$ cat src/rtl/uart.sv
// -----------------------------------------------------------------------------
// uart -- 8N1 asynchronous serial transceiver for the RS-232 link.
//
// Transmit side: host bytes are queued in a small FIFO by one-cycle TRG_WRITE
// strobes and serialised onto TX as start(0) / 8 data bits LSB first / stop(1),
// each bit BIT_DIV = CLK_FREQ/BAUD cycles long. Frames are sent back to back
// while the FIFO holds data.
//
// Receive side: RX is double-flopped, then a falling edge starts a frame,
// which is sampled at the bit centres. A good stop bit loads DATA_OUT and
// pulses DONE for one cycle. A bad stop bit discards the byte. The receiver
// listens continuously when FLOW=1, otherwise only for one frame after each
// TRG_READ strobe.
//
// Ports:
//   CLK_50MHZ  in   system clock, all logic on its rising edge
//   RST        in   synchronous active-high reset
//   RX         in   serial receive line (asynchronous, idle high)
//   TX         out  serial transmit line (idle high)
//   FLOW       in   1 = receiver free-running, 0 = armed by TRG_READ
//   DATA_IN    in   byte to transmit, sampled when TRG_WRITE=1
//   DATA_OUT   out  last correctly received byte
//   TRG_READ   in   one-cycle strobe arming the receiver for one frame
//   TRG_WRITE  in   one-cycle strobe pushing DATA_IN into the TX FIFO
//   DONE       out  one-cycle pulse when DATA_OUT receives a valid byte
// -----------------------------------------------------------------------------
module uart #(
  parameter int CLK_FREQ      = 50000000,
  parameter int BAUD          = 115200,
  parameter int TX_FIFO_DEPTH = 16
) (
  input  logic       CLK_50MHZ,
  input  logic       RST,
  input  logic       RX,
  output logic       TX,
  input  logic       FLOW,
  input  logic [7:0] DATA_IN,
  output logic [7:0] DATA_OUT,
  input  logic       TRG_READ,
  input  logic       TRG_WRITE,
  output logic       DONE
);

  localparam int BIT_DIV = CLK_FREQ / BAUD;
  localparam int CNT_W   = $clog2(BIT_DIV + 1);
  localparam int AW      = $clog2(TX_FIFO_DEPTH);

  localparam logic [CNT_W-1:0] BIT_LAST  = CNT_W'(BIT_DIV - 1);
  localparam logic [CNT_W-1:0] HALF_LAST = CNT_W'(BIT_DIV / 2 - 1);
  localparam logic [AW:0]      FIFO_FULL = (AW + 1)'(TX_FIFO_DEPTH);

  // ---------------------------------------------------------------------------
  // Transmit FIFO
  // ---------------------------------------------------------------------------
  logic [7:0]    fifo_mem [TX_FIFO_DEPTH];
  logic [AW-1:0] wr_ptr;
  logic [AW-1:0] rd_ptr;
  logic [AW:0]   fifo_cnt;
  logic          fifo_empty;
  logic          fifo_full;
  logic          push;
  logic          pop;
  logic [7:0]    fifo_head;

  assign fifo_empty = (fifo_cnt == '0);
  assign fifo_full  = (fifo_cnt == FIFO_FULL);
  assign push       = TRG_WRITE && !fifo_full;
  assign fifo_head  = fifo_mem[rd_ptr];

  always_ff @(posedge CLK_50MHZ) begin
    if (push) begin
      fifo_mem[wr_ptr] <= DATA_IN;
    end
  end

  always_ff @(posedge CLK_50MHZ) begin
    if (RST) begin
      wr_ptr   <= '0;
      rd_ptr   <= '0;
      fifo_cnt <= '0;
    end else begin
      if (push) begin
        wr_ptr <= wr_ptr + AW'(1);
      end
      if (pop) begin
        rd_ptr <= rd_ptr + AW'(1);
      end
      // A push and a pop in the same cycle leave the occupancy unchanged.
      case ({push, pop})
        2'b10:   fifo_cnt <= fifo_cnt + (AW + 1)'(1);
        2'b01:   fifo_cnt <= fifo_cnt - (AW + 1)'(1);
        default: fifo_cnt <= fifo_cnt;
      endcase
    end
  end

  // ---------------------------------------------------------------------------
  // Transmit FSM
  // ---------------------------------------------------------------------------
  typedef enum logic [1:0] {
    TX_IDLE,
    TX_START,
    TX_DATA,
    TX_STOP
  } tx_state_t;

  tx_state_t        tx_state;
  logic [CNT_W-1:0] tx_cnt;
  logic [2:0]       tx_idx;
  logic [7:0]       tx_shift;

  // The FSM takes the FIFO head in IDLE, or on the last cycle of a stop bit
  // so that a queued byte starts its start bit with no idle gap.
  assign pop = !fifo_empty &&
               ((tx_state == TX_IDLE) ||
                ((tx_state == TX_STOP) && (tx_cnt == BIT_LAST)));

  always_ff @(posedge CLK_50MHZ) begin
    if (RST) begin
      tx_state <= TX_IDLE;
      tx_cnt   <= '0;
      tx_idx   <= '0;
      tx_shift <= '0;
      TX       <= 1'b1;
    end else begin
      case (tx_state)
        TX_IDLE: begin
          TX     <= 1'b1;
          tx_cnt <= '0;
          if (!fifo_empty) begin
            tx_shift <= fifo_head;
            TX       <= 1'b0;
            tx_state <= TX_START;
          end
        end

        TX_START: begin
          if (tx_cnt == BIT_LAST) begin
            tx_cnt   <= '0;
            tx_idx   <= '0;
            TX       <= tx_shift[0];
            tx_state <= TX_DATA;
          end else begin
            tx_cnt <= tx_cnt + CNT_W'(1);
          end
        end

        TX_DATA: begin
          if (tx_cnt == BIT_LAST) begin
            tx_cnt <= '0;
            if (tx_idx == 3'd7) begin
              TX       <= 1'b1;
              tx_state <= TX_STOP;
            end else begin
              tx_idx   <= tx_idx + 3'd1;
              tx_shift <= {1'b0, tx_shift[7:1]};
              TX       <= tx_shift[1];
            end
          end else begin
            tx_cnt <= tx_cnt + CNT_W'(1);
          end
        end

        TX_STOP: begin
          if (tx_cnt == BIT_LAST) begin
            tx_cnt <= '0;
            if (!fifo_empty) begin
              tx_shift <= fifo_head;
              TX       <= 1'b0;
              tx_state <= TX_START;
            end else begin
              tx_state <= TX_IDLE;
            end
          end else begin
            tx_cnt <= tx_cnt + CNT_W'(1);
          end
        end

        default: begin
          TX       <= 1'b1;
          tx_state <= TX_IDLE;
        end
      endcase
    end
  end

  // ---------------------------------------------------------------------------
  // Receive synchroniser and falling-edge detector
  // ---------------------------------------------------------------------------
  logic rx_meta;
  logic rx_sync;
  logic rx_prev;
  logic rx_fall;

  always_ff @(posedge CLK_50MHZ) begin
    if (RST) begin
      rx_meta <= 1'b1;
      rx_sync <= 1'b1;
      rx_prev <= 1'b1;
    end else begin
      rx_meta <= RX;
      rx_sync <= rx_meta;
      rx_prev <= rx_sync;
    end
  end

  assign rx_fall = rx_prev && !rx_sync;

  // ---------------------------------------------------------------------------
  // Receive FSM
  // ---------------------------------------------------------------------------
  typedef enum logic [2:0] {
    RX_IDLE,
    RX_START,
    RX_DATA,
    RX_STOP,
    RX_RECOVER
  } rx_state_t;

  rx_state_t        rx_state;
  logic [CNT_W-1:0] rx_cnt;
  logic [2:0]       rx_idx;
  logic [7:0]       rx_shift;
  logic             armed;

  always_ff @(posedge CLK_50MHZ) begin
    if (RST) begin
      rx_state <= RX_IDLE;
      rx_cnt   <= '0;
      rx_idx   <= '0;
      rx_shift <= '0;
      armed    <= 1'b0;
      DATA_OUT <= '0;
      DONE     <= 1'b0;
    end else begin
      DONE <= 1'b0;
      if (TRG_READ) begin
        armed <= 1'b1;
      end

      case (rx_state)
        RX_IDLE: begin
          rx_cnt <= '0;
          if (rx_fall && (FLOW || armed)) begin
            armed    <= 1'b0;
            rx_state <= RX_START;
          end
        end

        // Half a bit after the edge: a line already back high was a glitch.
        RX_START: begin
          if (rx_cnt == HALF_LAST) begin
            rx_cnt <= '0;
            if (!rx_sync) begin
              rx_idx   <= '0;
              rx_state <= RX_DATA;
            end else begin
              rx_state <= RX_IDLE;
            end
          end else begin
            rx_cnt <= rx_cnt + CNT_W'(1);
          end
        end

        RX_DATA: begin
          if (rx_cnt == BIT_LAST) begin
            rx_cnt   <= '0;
            rx_shift <= {rx_sync, rx_shift[7:1]};
            if (rx_idx == 3'd7) begin
              rx_state <= RX_STOP;
            end else begin
              rx_idx <= rx_idx + 3'd1;
            end
          end else begin
            rx_cnt <= rx_cnt + CNT_W'(1);
          end
        end

        RX_STOP: begin
          if (rx_cnt == BIT_LAST) begin
            rx_cnt <= '0;
            if (rx_sync) begin
              DATA_OUT <= rx_shift;
              DONE     <= 1'b1;
              rx_state <= RX_IDLE;
            end else begin
              rx_state <= RX_RECOVER;
            end
          end else begin
            rx_cnt <= rx_cnt + CNT_W'(1);
          end
        end

        // Framing error: hold off until the line idles high again so the
        // low stop bit is not mistaken for a new start edge.
        RX_RECOVER: begin
          rx_cnt <= '0;
          if (rx_sync) begin
            rx_state <= RX_IDLE;
          end
        end

        default: begin
          rx_state <= RX_IDLE;
        end
      endcase
    end
  end

endmodule

$ cat config.mk
export PLATFORM = sky130hd
export DESIGN_NAME = uart
export DESIGN_NICKNAME = d
export VERILOG_FILES = /design/src/rtl/uart.sv
export SDC_FILE = /design/constraint.sdc
export NUM_CORES = 1
export LEC_CHECK = 0
export BUFFER_PORTS_ARGS = -buffer_cell sky130_fd_sc_hd__buf_2
export CORE_MARGIN = 1
export CORE_UTILIZATION = 25
export CTS_CLUSTER_DIAMETER = 120
export CTS_CLUSTER_SIZE = 25
export DETAILED_ROUTE_END_ITERATION = 10
export SLEW_MARGIN = 20
export SYNTH_ARGS = -nofsm -noshare
export SYNTH_HDL_FRONTEND = slang
export SYNTH_SLANG_ARGS = --single-unit
$ cat constraint.sdc
create_clock -name CLK_50MHZ -period 3.8 [get_ports CLK_50MHZ]
set_clock_uncertainty 0.2 [all_clocks]
set_input_delay 0.76 -clock CLK_50MHZ [delete_from_list [all_inputs] [get_ports CLK_50MHZ]]
set_output_delay 0.76 -clock CLK_50MHZ [all_outputs]
set_load 0.02 [all_outputs]
* Word level (Yosys, flattened, before mapping)
Memories as Yosys holds them, arrays and structs flattened. A register that Yosys moved wholly into a read port is not among the register bits. Index checks and enable logic that the tools add are counted.
Word-level totals: flip-flop bits (word level) 72, bits in writable memories 128, input bits 14, output and inout bits 10, logic and storage cells 140, memories kept 1
Operators by class: add/subtract/negate cells 8, eq/ne operators 30, multiplexer cells 51, bitwise operators 2, reductions and logical operators 30
Memories:
- fifo_mem | words 16, bits a word 8, read ports 1, clocked after Yosys merged registers in 1, wr ports 1, RTL line 55 | logic [7:0] fifo_mem [TX_FIFO_DEPTH];
Operator list (count):
- $mux W3 | 14
- $mux W8 | 4
- $ne A2 B2 Y1 const B | 14
- $mux W9 | 3
- $pmux W9 S3 | 1
- $pmux W8 S3 | 1
- $add A9 B1 Y9 const B | 2
- $eq A9 B9 Y1 const B | 2
- $pmux W9 S2 | 1
- $pmux W3 S5 | 1
- $mux W1 | 13
- $mux W2 | 6
- $pmux W3 S2 | 2
- $reduce_and A4 Y1 | 3
- $pmux W5 S2 | 1
- $reduce_and A5 Y1 | 2
- $eq A3 B3 Y1 const B | 3
- $eq A9 B8 Y1 const B | 1
- $add A4 B1 Y4 const B | 2
- $mux W4 | 2
- $pmux W2 S4 | 1
- $add A3 B1 Y3 const B | 2
- $eq A2 B2 Y1 const B | 3
- $eq A3 B2 Y1 const B | 2
- other kinds (21) | 35

* Longest topological paths before layout
Gate-level depths: netlist of run 1.
depth after elaboration 6, gate-level depth with buffers 15, gate-level depth less buffers 13

* Worst setup path after synthesis of run 1
No wires, ideal clock.
path kind reg-to-reg, from register tx_cnt[1], to register fifo_cnt[4], setup time 0.121 ns, data arrival time 3.071 ns, data required time 3.479 ns, setup slack 0.407 ns, cell stages (with the launch flop) 13, path buffers 2, period minus slack after synthesis 3.393 ns, cell sequence dfxtp_1 > inv_1 > ha_1 > and4b_1 > buf_2 > a31oi_1 > nor2_1 > ha_1 > clkbuf_1 > or2_2 > or3b_1 > o311a_1 > mux2_4
Between the ends: cells in the longest elaborated chain, start to end 6, elaborated cells on any way between the ends 8, those cells by class 3 x eq/ne; 1 x mux; 4 x reduce/logical
RTL lines:
- start, declared | RTL line 108 | logic [CNT_W-1:0] tx_cnt;
- start signal, assigned | RTL line 144 | tx_cnt <= tx_cnt + CNT_W'(1);
- start signal, assigned | RTL line 160 | tx_cnt <= tx_cnt + CNT_W'(1);
- start signal, assigned | RTL line 175 | tx_cnt <= tx_cnt + CNT_W'(1);
- $eq A9 B9 Y1 * | RTL line 116 | ((tx_state == TX_STOP) && (tx_cnt == BIT_LAST)));
- $logic_and A1 B1 Y1 * | RTL line 116
- $logic_or A1 B1 Y1 * | RTL line 115 | ((tx_state == TX_IDLE) ||
- $logic_and A1 B1 Y1 * | RTL line 114 | assign pop = !fifo_empty &&
- named net pop | RTL line 62 | logic pop;
- $eq A2 B1 Y1 or $eq A2 B2 Y1 (tied branches) | RTL line 89 | case ({push, pop})
- $pmux W5 S2 or $reduce_bool A2 Y1 (tied branches)
- end signal, assigned | RTL line 90 | 2'b10: fifo_cnt <= fifo_cnt + (AW + 1)'(1);
- end signal, assigned | RTL line 91 | 2'b01: fifo_cnt <= fifo_cnt - (AW + 1)'(1);
- end signal, assigned | RTL line 92 | default: fifo_cnt <= fifo_cnt;
- end, declared | RTL line 58 | logic [AW:0] fifo_cnt;
The timed path passes the listed nets; every way through them passes the cells marked *. A chain may end at the register's enable or synchronous reset.

* Worst setup path after layout of run 1
from register fifo_cnt[1], to register fifo_cnt[4]
Between the ends: cells in the longest elaborated chain, start to end 5, elaborated cells on any way between the ends 12, those cells by class 2 x add/sub; 3 x eq/ne; 1 x mux; 6 x reduce/logical
RTL lines:
- $logic_not A5 Y1 * | RTL line 65 | assign fifo_empty = (fifo_cnt == '0);
- $logic_not A1 Y1 *
- $logic_and A1 B1 Y1 * | RTL line 114
- named net pop | RTL line 62
- $eq A2 B1 Y1 or $eq A2 B2 Y1 (tied branches) | RTL line 89
- $pmux W5 S2 or $reduce_bool A2 Y1 (tied branches)
Marked as above.

==> parameters.txt, run 1 <==
Parameter                              Value

Run status
  Status    finished clean

Detailed routing
  Post-Route WL    roughly 17 mm
  Final routed DRC violation total    0
  Wire per inst    14.82 um
  Violation count after the first detailed-route iteration    346
  DR vias    4952
  Via density    about 4.4
  Detailed-routing iteration count for the pre-antenna-repair pass    5
  Remaining antenna violation count    0

Worst hold path
  Startpoint of the lowest-slack hold path    rx_meta$_SDFF_PP1_
  Worst hold path class    register to register

Placed design
  Instance area after placement    9405 um2
  Count of input and output buffers    23
  Final weighted congestion in routability-driven placement    0.7512
  HPWL after DPL    10.62 mm

Clocking
  Count of cells resized by post-cts repair    0
  Sinks on the clock net    204
  Deepest clock path buffer count    3
  Buffers inserted by post-CTS timing repair    0
  Clock network latency to the later pin of the worst-skew pair    0.48 ns
  TritonCTS clock tree    built
  Number of buffers created by CTS    12
  Hold buffer count at CTS    0
  Clock root buffer    sky130_fd_sc_hd__clkbuf_16
  Clock slew at reported path FFs    approximately 0.11 ns
  CTS H-tree depth    1

Die
  Std-Cell Rows    67
  Area of the die    35410 um2
  Vert. Die Dim    188.2 um
  Core Region    33780 um2
  Starting utilization of the core area    0.2565
  I/O pins    24
  Floorplan die width    188.2 um

Global route
  Grt met1 use    0.1292
  Antenna violations before repair    0
  Pin count of the biggest net entering global routing    52
  Total routing resource utilization after global routing    0.09428
  Global-route wire length before repair    26.70 mm
  Met2 Track Usage GR    0.1564
  Met3 Use GR    0.01211
  Aggregate global routing overflow    0
  Layer with the highest usage after global routing    met2
  Vias in the first global route    approximately 4800

Timing
  Final count of negative-setup-slack endpoints    0
  Number of max-slew violations in the final report    0
  Final critical delay including setup and external delays    3.260 ns
  Portion of the clock cycle consumed by the worst path in the final layout    0.8579
  RSZ-0062 raised after global routing    no
  Worst-margin pin slew    roughly 1.1 ns
  Hold slack    0.2140 ns
  Final Hold Violating Endpoints    0
  Maximum achievable frequency    ~310 MHz
  Worst-case headroom to the max-slew limit    0.2829
  Fin Setup TNS    0 ns

Logic synthesis
  Mapped Cells    634
  Mean instance size in the synthesized netlist    13.67 um2
  Count of distinct cell types in the synthesized netlist    60
  Post-synthesis sequential element count    204
  Commonest register cell after synthesis    sky130_fd_sc_hd__edfxtp_1
  Count of flip-flops with a built-in enable after synthesis    128
  Synth area leaders    sky130_fd_sc_hd__edfxtp_1 44%, sky130_fd_sc_hd__dfxtp_1 18%, sky130_fd_sc_hd__mux4_2 8.3%, sky130_fd_sc_hd__mux2i_1 5.5%, sky130_fd_sc_hd__nor2_1 3.7%
  Most frequent cell after synthesis    sky130_fd_sc_hd__edfxtp_1
  Sequential share of the synthesized area    0.6191
  Most area-hungry cell type in the Yosys netlist    sky130_fd_sc_hd__edfxtp_1
  Synth warnings    0
  FFs w/ async S/R, synth    0
  Mapped Nets    671
  Post-Syn Area    8666 um2
  Ranking of synthesized cells by instance count    128 x sky130_fd_sc_hd__edfxtp_1, 86 x sky130_fd_sc_hd__nor2_1, 76 x sky130_fd_sc_hd__dfxtp_1
  Area fraction of the dominant cell type after synthesis    0.4435

Finish
  Number of antenna diodes    0
  Fraction of final layout cells sized beyond drive strength 1    0.1672
  Util after Layout    0.2892
  Area growth, synth to finish    12.75%
  Layout Nets    702
  Final non-filler cell area    9771 um2

Worst setup path
  Critical path required time    3.97 ns
  Crit path launch    fifo_cnt[1]$_SDFFE_PP0P_
  R2R Setup Slk    0.54 ns
  Data arrival time of the critical path    3.43 ns
  Critical path class    register to register
  Launch instance of the worst register-to-register path    fifo_cnt[1]$_SDFFE_PP0P_
  Highest net fanout along the worst path    12
  Worst Setup Start Kind    register
  Nature of the critical path endpoint    register

Power and ir drop
  Highest ir drop seen on vdd    0.3047 mV
  Cell area power density    543.7 nW/um2
  Static leakage power    3.331 nW
  Power consumption    approximately 0.0053 W

Job
  Max-cap violations    0
[logic make-up (layout without fill, tap and decap cells)]
logic type / after synthesis / in the layout / synth area share
compound gates: 64 / 64 / 0.05039
xor+xnor: 22 / 22 / 0.02223
fa+ha+maj: 23 / 23 / 0.03321
buf+inv: 46 / 82 / 0.02180
flops: 204 / 204 / 0.6191
mux: 82 / 82 / 0.1416
simple gates: 193 / 193 / 0.1116
[worst paths after layout]
check	endpoint	cells after the start
max	fifo_cnt[4]$_SDFFE_PP0P_	8
min	rx_sync$_SDFF_PP1_	1
max reg2reg	fifo_cnt[4]$_SDFFE_PP0P_	8
min reg2reg	rx_sync$_SDFF_PP1_	1
[state kept, by name, indices dropped and copies added (netlist names), named ones only]
signal    cells
DATA_OUT      8
DONE          1
TX            1
armed         1
fifo_cnt      5
fifo_mem    128
rd_ptr        4
rx_cnt        9
rx_idx        3
rx_meta       1
rx_prev       1
rx_shift      8
rx_state      3
rx_sync       1
tx_cnt        9
tx_idx        3
tx_shift      8
tx_state      2
wr_ptr        4
[power by group]
group | switching, W | internal, W
sequential | 0.000133 | 0.00247
clock | 0.000733 | 0.000615
combinational | 0.000710 | 0.000648
[layout by cell type, fill, tap and decap left out, drive strengths merged, types with 6 or more instances in the layout]
| master | netlist | routed |
|---|---|---|
| nor2 | 86 | 86 |
| mux4 | 32 | 32 |
| edfxtp | 128 | 128 |
| nand2b | 10 | 10 |
| a21oi | 18 | 18 |
| clkbuf | 19 | 17 |
| buf | 14 | 50 |
| xor2 | 16 | 16 |
| dfxtp | 76 | 76 |
| nor3 | 13 | 13 |
| o21ai | 11 | 11 |
| a211oi | 10 | 10 |
| inv | 13 | 13 |
| ha | 23 | 23 |
| nand2 | 26 | 26 |
| nand3 | 10 | 10 |
| nand4 | 10 | 10 |
| mux2i | 48 | 48 |
| xnor2 | 6 | 6 |
[area by class of cell]
type                    instances  area, um2
clock inverters                 2      46.29
multi-input cells             384       3112
repair buffers                 50      317.8
flip-flops and latches        204       5366
fillers                      3406      24010
inverters                      13      48.80
clock buffers                  17      319.1
well taps                     448      560.5
[metrics by stage]
stage | setup slack, ns | cells
final | 0.5399 | 1118
after global routing | 0.3117 | 1118
after CTS | 0.5116 | 1118
after detailed placement | 0.5356 | 1099
after global placement | 0.6280 | 1099
after floorplan | 0.4075 | 634
[critical path, stage by stage, from the launching register on]
cell	delay [ns]
sky130_fd_sc_hd__dfxtp_1	0.41
sky130_fd_sc_hd__nor4_4	0.39
sky130_fd_sc_hd__and2_2	0.29
sky130_fd_sc_hd__nor2_1	0.11
sky130_fd_sc_hd__ha_1	0.33
sky130_fd_sc_hd__ha_1	0.44
sky130_fd_sc_hd__or3b_1	0.37
sky130_fd_sc_hd__o311a_1	0.32
sky130_fd_sc_hd__mux2_4	0.30
[metal layers]
metal	vias to the layer above	share of wire	routed length [um]
met4	0	0.024	399
met2	69	0.47	7802
met3	23	0.028	457
met5	-	0	0
li1	2408	-	-
met1	2452	0.48	7912
(Power assumes the default switching activity.)
==> run 2, diff against run 1 <==
--- a/config.mk
+++ b/config.mk
@@ -13,3 +13,2 @@
 export DETAILED_ROUTE_END_ITERATION = 10
-export SLEW_MARGIN = 20
 export SYNTH_ARGS = -nofsm -noshare
==> constraint.sdc (replaced) <==
create_clock -name CLK_50MHZ -period 3.8 [get_ports CLK_50MHZ]
set_clock_uncertainty 0.2 [all_clocks]
set_input_delay 0.57 -clock CLK_50MHZ [delete_from_list [all_inputs] [get_ports CLK_50MHZ]]
set_output_delay 0.57 -clock CLK_50MHZ [all_outputs]
set_load 0.02 [all_outputs]
==> run 2 against run 1 <==
Effect of this change: clock-buffer cell count fell by 1; sequential share of layout area grew 0.077 points; combinational power hardly changed; register-to-register slack better by 0.03 ns; sequential power is essentially flat; critical path depth is 2 higher; cell area fell by 0.14%; flip-flop and latch count did not move.
==> parameters.txt, run 2 (synthesized netlist as in run 1, its figures left out) <==
Parameter                              Value

Finish
  Top register by number of flip-flops    fifo_mem
  Number of antenna diodes    0
  Max FFs per register    128
  Layout Nets    700
  Area growth, synth to finish    12.59%
  Fraction of final layout cells sized beyond drive strength 1    0.1652
  Commonest cells after routing, fill and taps aside    128 x sky130_fd_sc_hd__edfxtp_1, 86 x sky130_fd_sc_hd__nor2_1, 75 x sky130_fd_sc_hd__dfxtp_1
  Regs by FF count    fifo_mem x128, rx_cnt x9, tx_cnt x9
  Most common cell after layout, fill and taps aside    sky130_fd_sc_hd__edfxtp_1

Global route
  Met2 Track Usage GR    0.1617
  Global-route wire length before repair    27.13 mm
  Pin count of the biggest net entering global routing    46
  Total routing resource utilization after global routing    0.09543
  Layer with the highest usage after global routing    met2
  Met3 Use GR    0.01434
  Aggregate global routing overflow    0
  Antenna violations before repair    0
  Grt met1 use    0.1301
  Vias in the first global route    about 5000

Placed design
  Worst slack at placement    0.5844 ns
  Final weighted congestion in routability-driven placement    0.7827
  Count of input and output buffers    23
  HPWL after DPL    10.81 mm

Clocking
  Sinks on the clock net    204
  Clock slew at reported path FFs    ~0.11 ns
  CTS H-tree depth    1
  Clock root buffer    sky130_fd_sc_hd__clkbuf_16
  Clock network latency to the later pin of the worst-skew pair    ~0.47 ns
  Hold buffer count at CTS    0
  Number of buffers created by CTS    12
  Deepest clock path buffer count    3
  Buffers inserted by post-CTS timing repair    0
  Count of cells resized by post-cts repair    0
  TritonCTS clock tree    built

Die
  Core Region    33780 um2
  I/O pins    24
  Std-Cell Rows    67
  Area of the die    between 30000 and 40000 um2
  Floorplan die width    roughly 190 um
  Starting utilization of the core area    0.2565
  Vert. Die Dim    188.2 um

Detailed routing
  Detailed-routing iteration count for the pre-antenna-repair pass    5
  Wire per inst    15.05 um
  DR vias    4986
  Final routed DRC violation total    0
  Post-Route WL    16.77 mm
  Via density    4.476
  Remaining antenna violation count    0
  Violation count after the first detailed-route iteration    367

Power and ir drop
  Static leakage power    3.324 nW
  Highest ir drop seen on vdd    0.4737 mV
  Power consumption    0.005316 W
  Cell area power density    544.9 nW/um2

Worst setup path
  Critical path cell sequence    inv_1, ha_1, and4b_1, a31oi_1, nor2_1, ha_1, ha_1, or3b_1, o311a_1, mux2_4
  Slowest stage cell on the critical path    sky130_fd_sc_hd__ha_1
  Worst Setup Start Kind    register
  Nature of the critical path endpoint    register
  Critical path class    register to register
  Critical path required time    3.97 ns
  Library cell appearing most often on the critical path    sky130_fd_sc_hd__ha_1
  Data arrival time of the critical path    3.41 ns
  Highest net fanout along the worst path    12
  Max stage delay on crit path    0.44 ns

Timing
  Final Hold Violating Endpoints    0
  Worst-margin pin slew    1.058 ns
  Final critical delay including setup and external delays    3.234 ns
  Worst-case headroom to the max-slew limit    0.2938
  RSZ-0062 raised after global routing    no
  Fin worst setup slack    0.5656 ns
  Fin Setup TNS    0 ns
  Maximum achievable frequency    309.2 MHz
  Number of max-slew violations in the final report    0
  Final count of negative-setup-slack endpoints    0
  Portion of the clock cycle consumed by the worst path in the final layout    0.8512

Run status
  Status    finished clean

Job
  Max-cap violations    0

Worst hold path
  Worst hold path class    input port to register
## run 2: final cells by class
| class | instances | area (um2) |
|---|---|---|
| fill | 3340 | 24030 |
| sequential | 204 | 5366 |
| multi-input combinational | 384 | 3112 |
| tap | 448 | 560.5 |
| clock buffer | 16 | 336.6 |
| timing repair buffer | 48 | 302.8 |
| inverter | 13 | 48.80 |
| clock inverter | 1 | 30.03 |
## run 2: worst paths after layout
path | startpoint | endpoint | slack [ns] | depth (start not counted)
setup / recovery | tx_cnt[1]$_SDFF_PP0_ | fifo_cnt[4]$_SDFFE_PP0P_ | 0.57 | 10
hold / removal | RX | rx_meta$_SDFF_PP1_ | 0.09 | 2
setup reg to reg | tx_cnt[1]$_SDFF_PP0_ | fifo_cnt[4]$_SDFFE_PP0P_ | 0.57 | 10
hold reg to reg | rx_meta$_SDFF_PP1_ | rx_sync$_SDFF_PP1_ | 0.22 | 1
## run 2: worst max-delay path: cells and delay by family, from the launching register on
kind                       cells  cell delay [ns]
DFF                            1             0.40
AOI/OAI and AO/OA              2             0.52
and+or+nand+nor                3             0.71
adders and majority gates      3             0.94
muxes                          1             0.30
buffers and inverters          1             0.06
## run 2: per-stage QoR
step,cell area [um2],utilization,hold WS (ns),std cells
2_1_floorplan,8666,-,0.1895,634
3_3_place_gp,9390,0.2780,0.1921,1097
3_5_place_dp,9390,0.2780,0.1996,1097
4_1_cts,9757,0.2888,0.08581,1114
5_1_grt,9757,0.2888,0.09578,1114
6_report,9757,0.2888,0.09287,1114
## run 2: where the power goes
| group | internal (W) | switching (W) | total, W |
|---|---|---|---|
| sequential | 0.00247 | 0.000122 | 0.00260 |
| combinational | 0.000642 | 0.000725 | 0.00137 |
| clock | 0.000641 | 0.000710 | 0.00135 |
## run 2: metal layers
metal  vias up  part of all wire
met5         -                 0
met4         0             0.011
met3        16             0.039
met2        94              0.48
met1      2463              0.47
li1       2413                 -
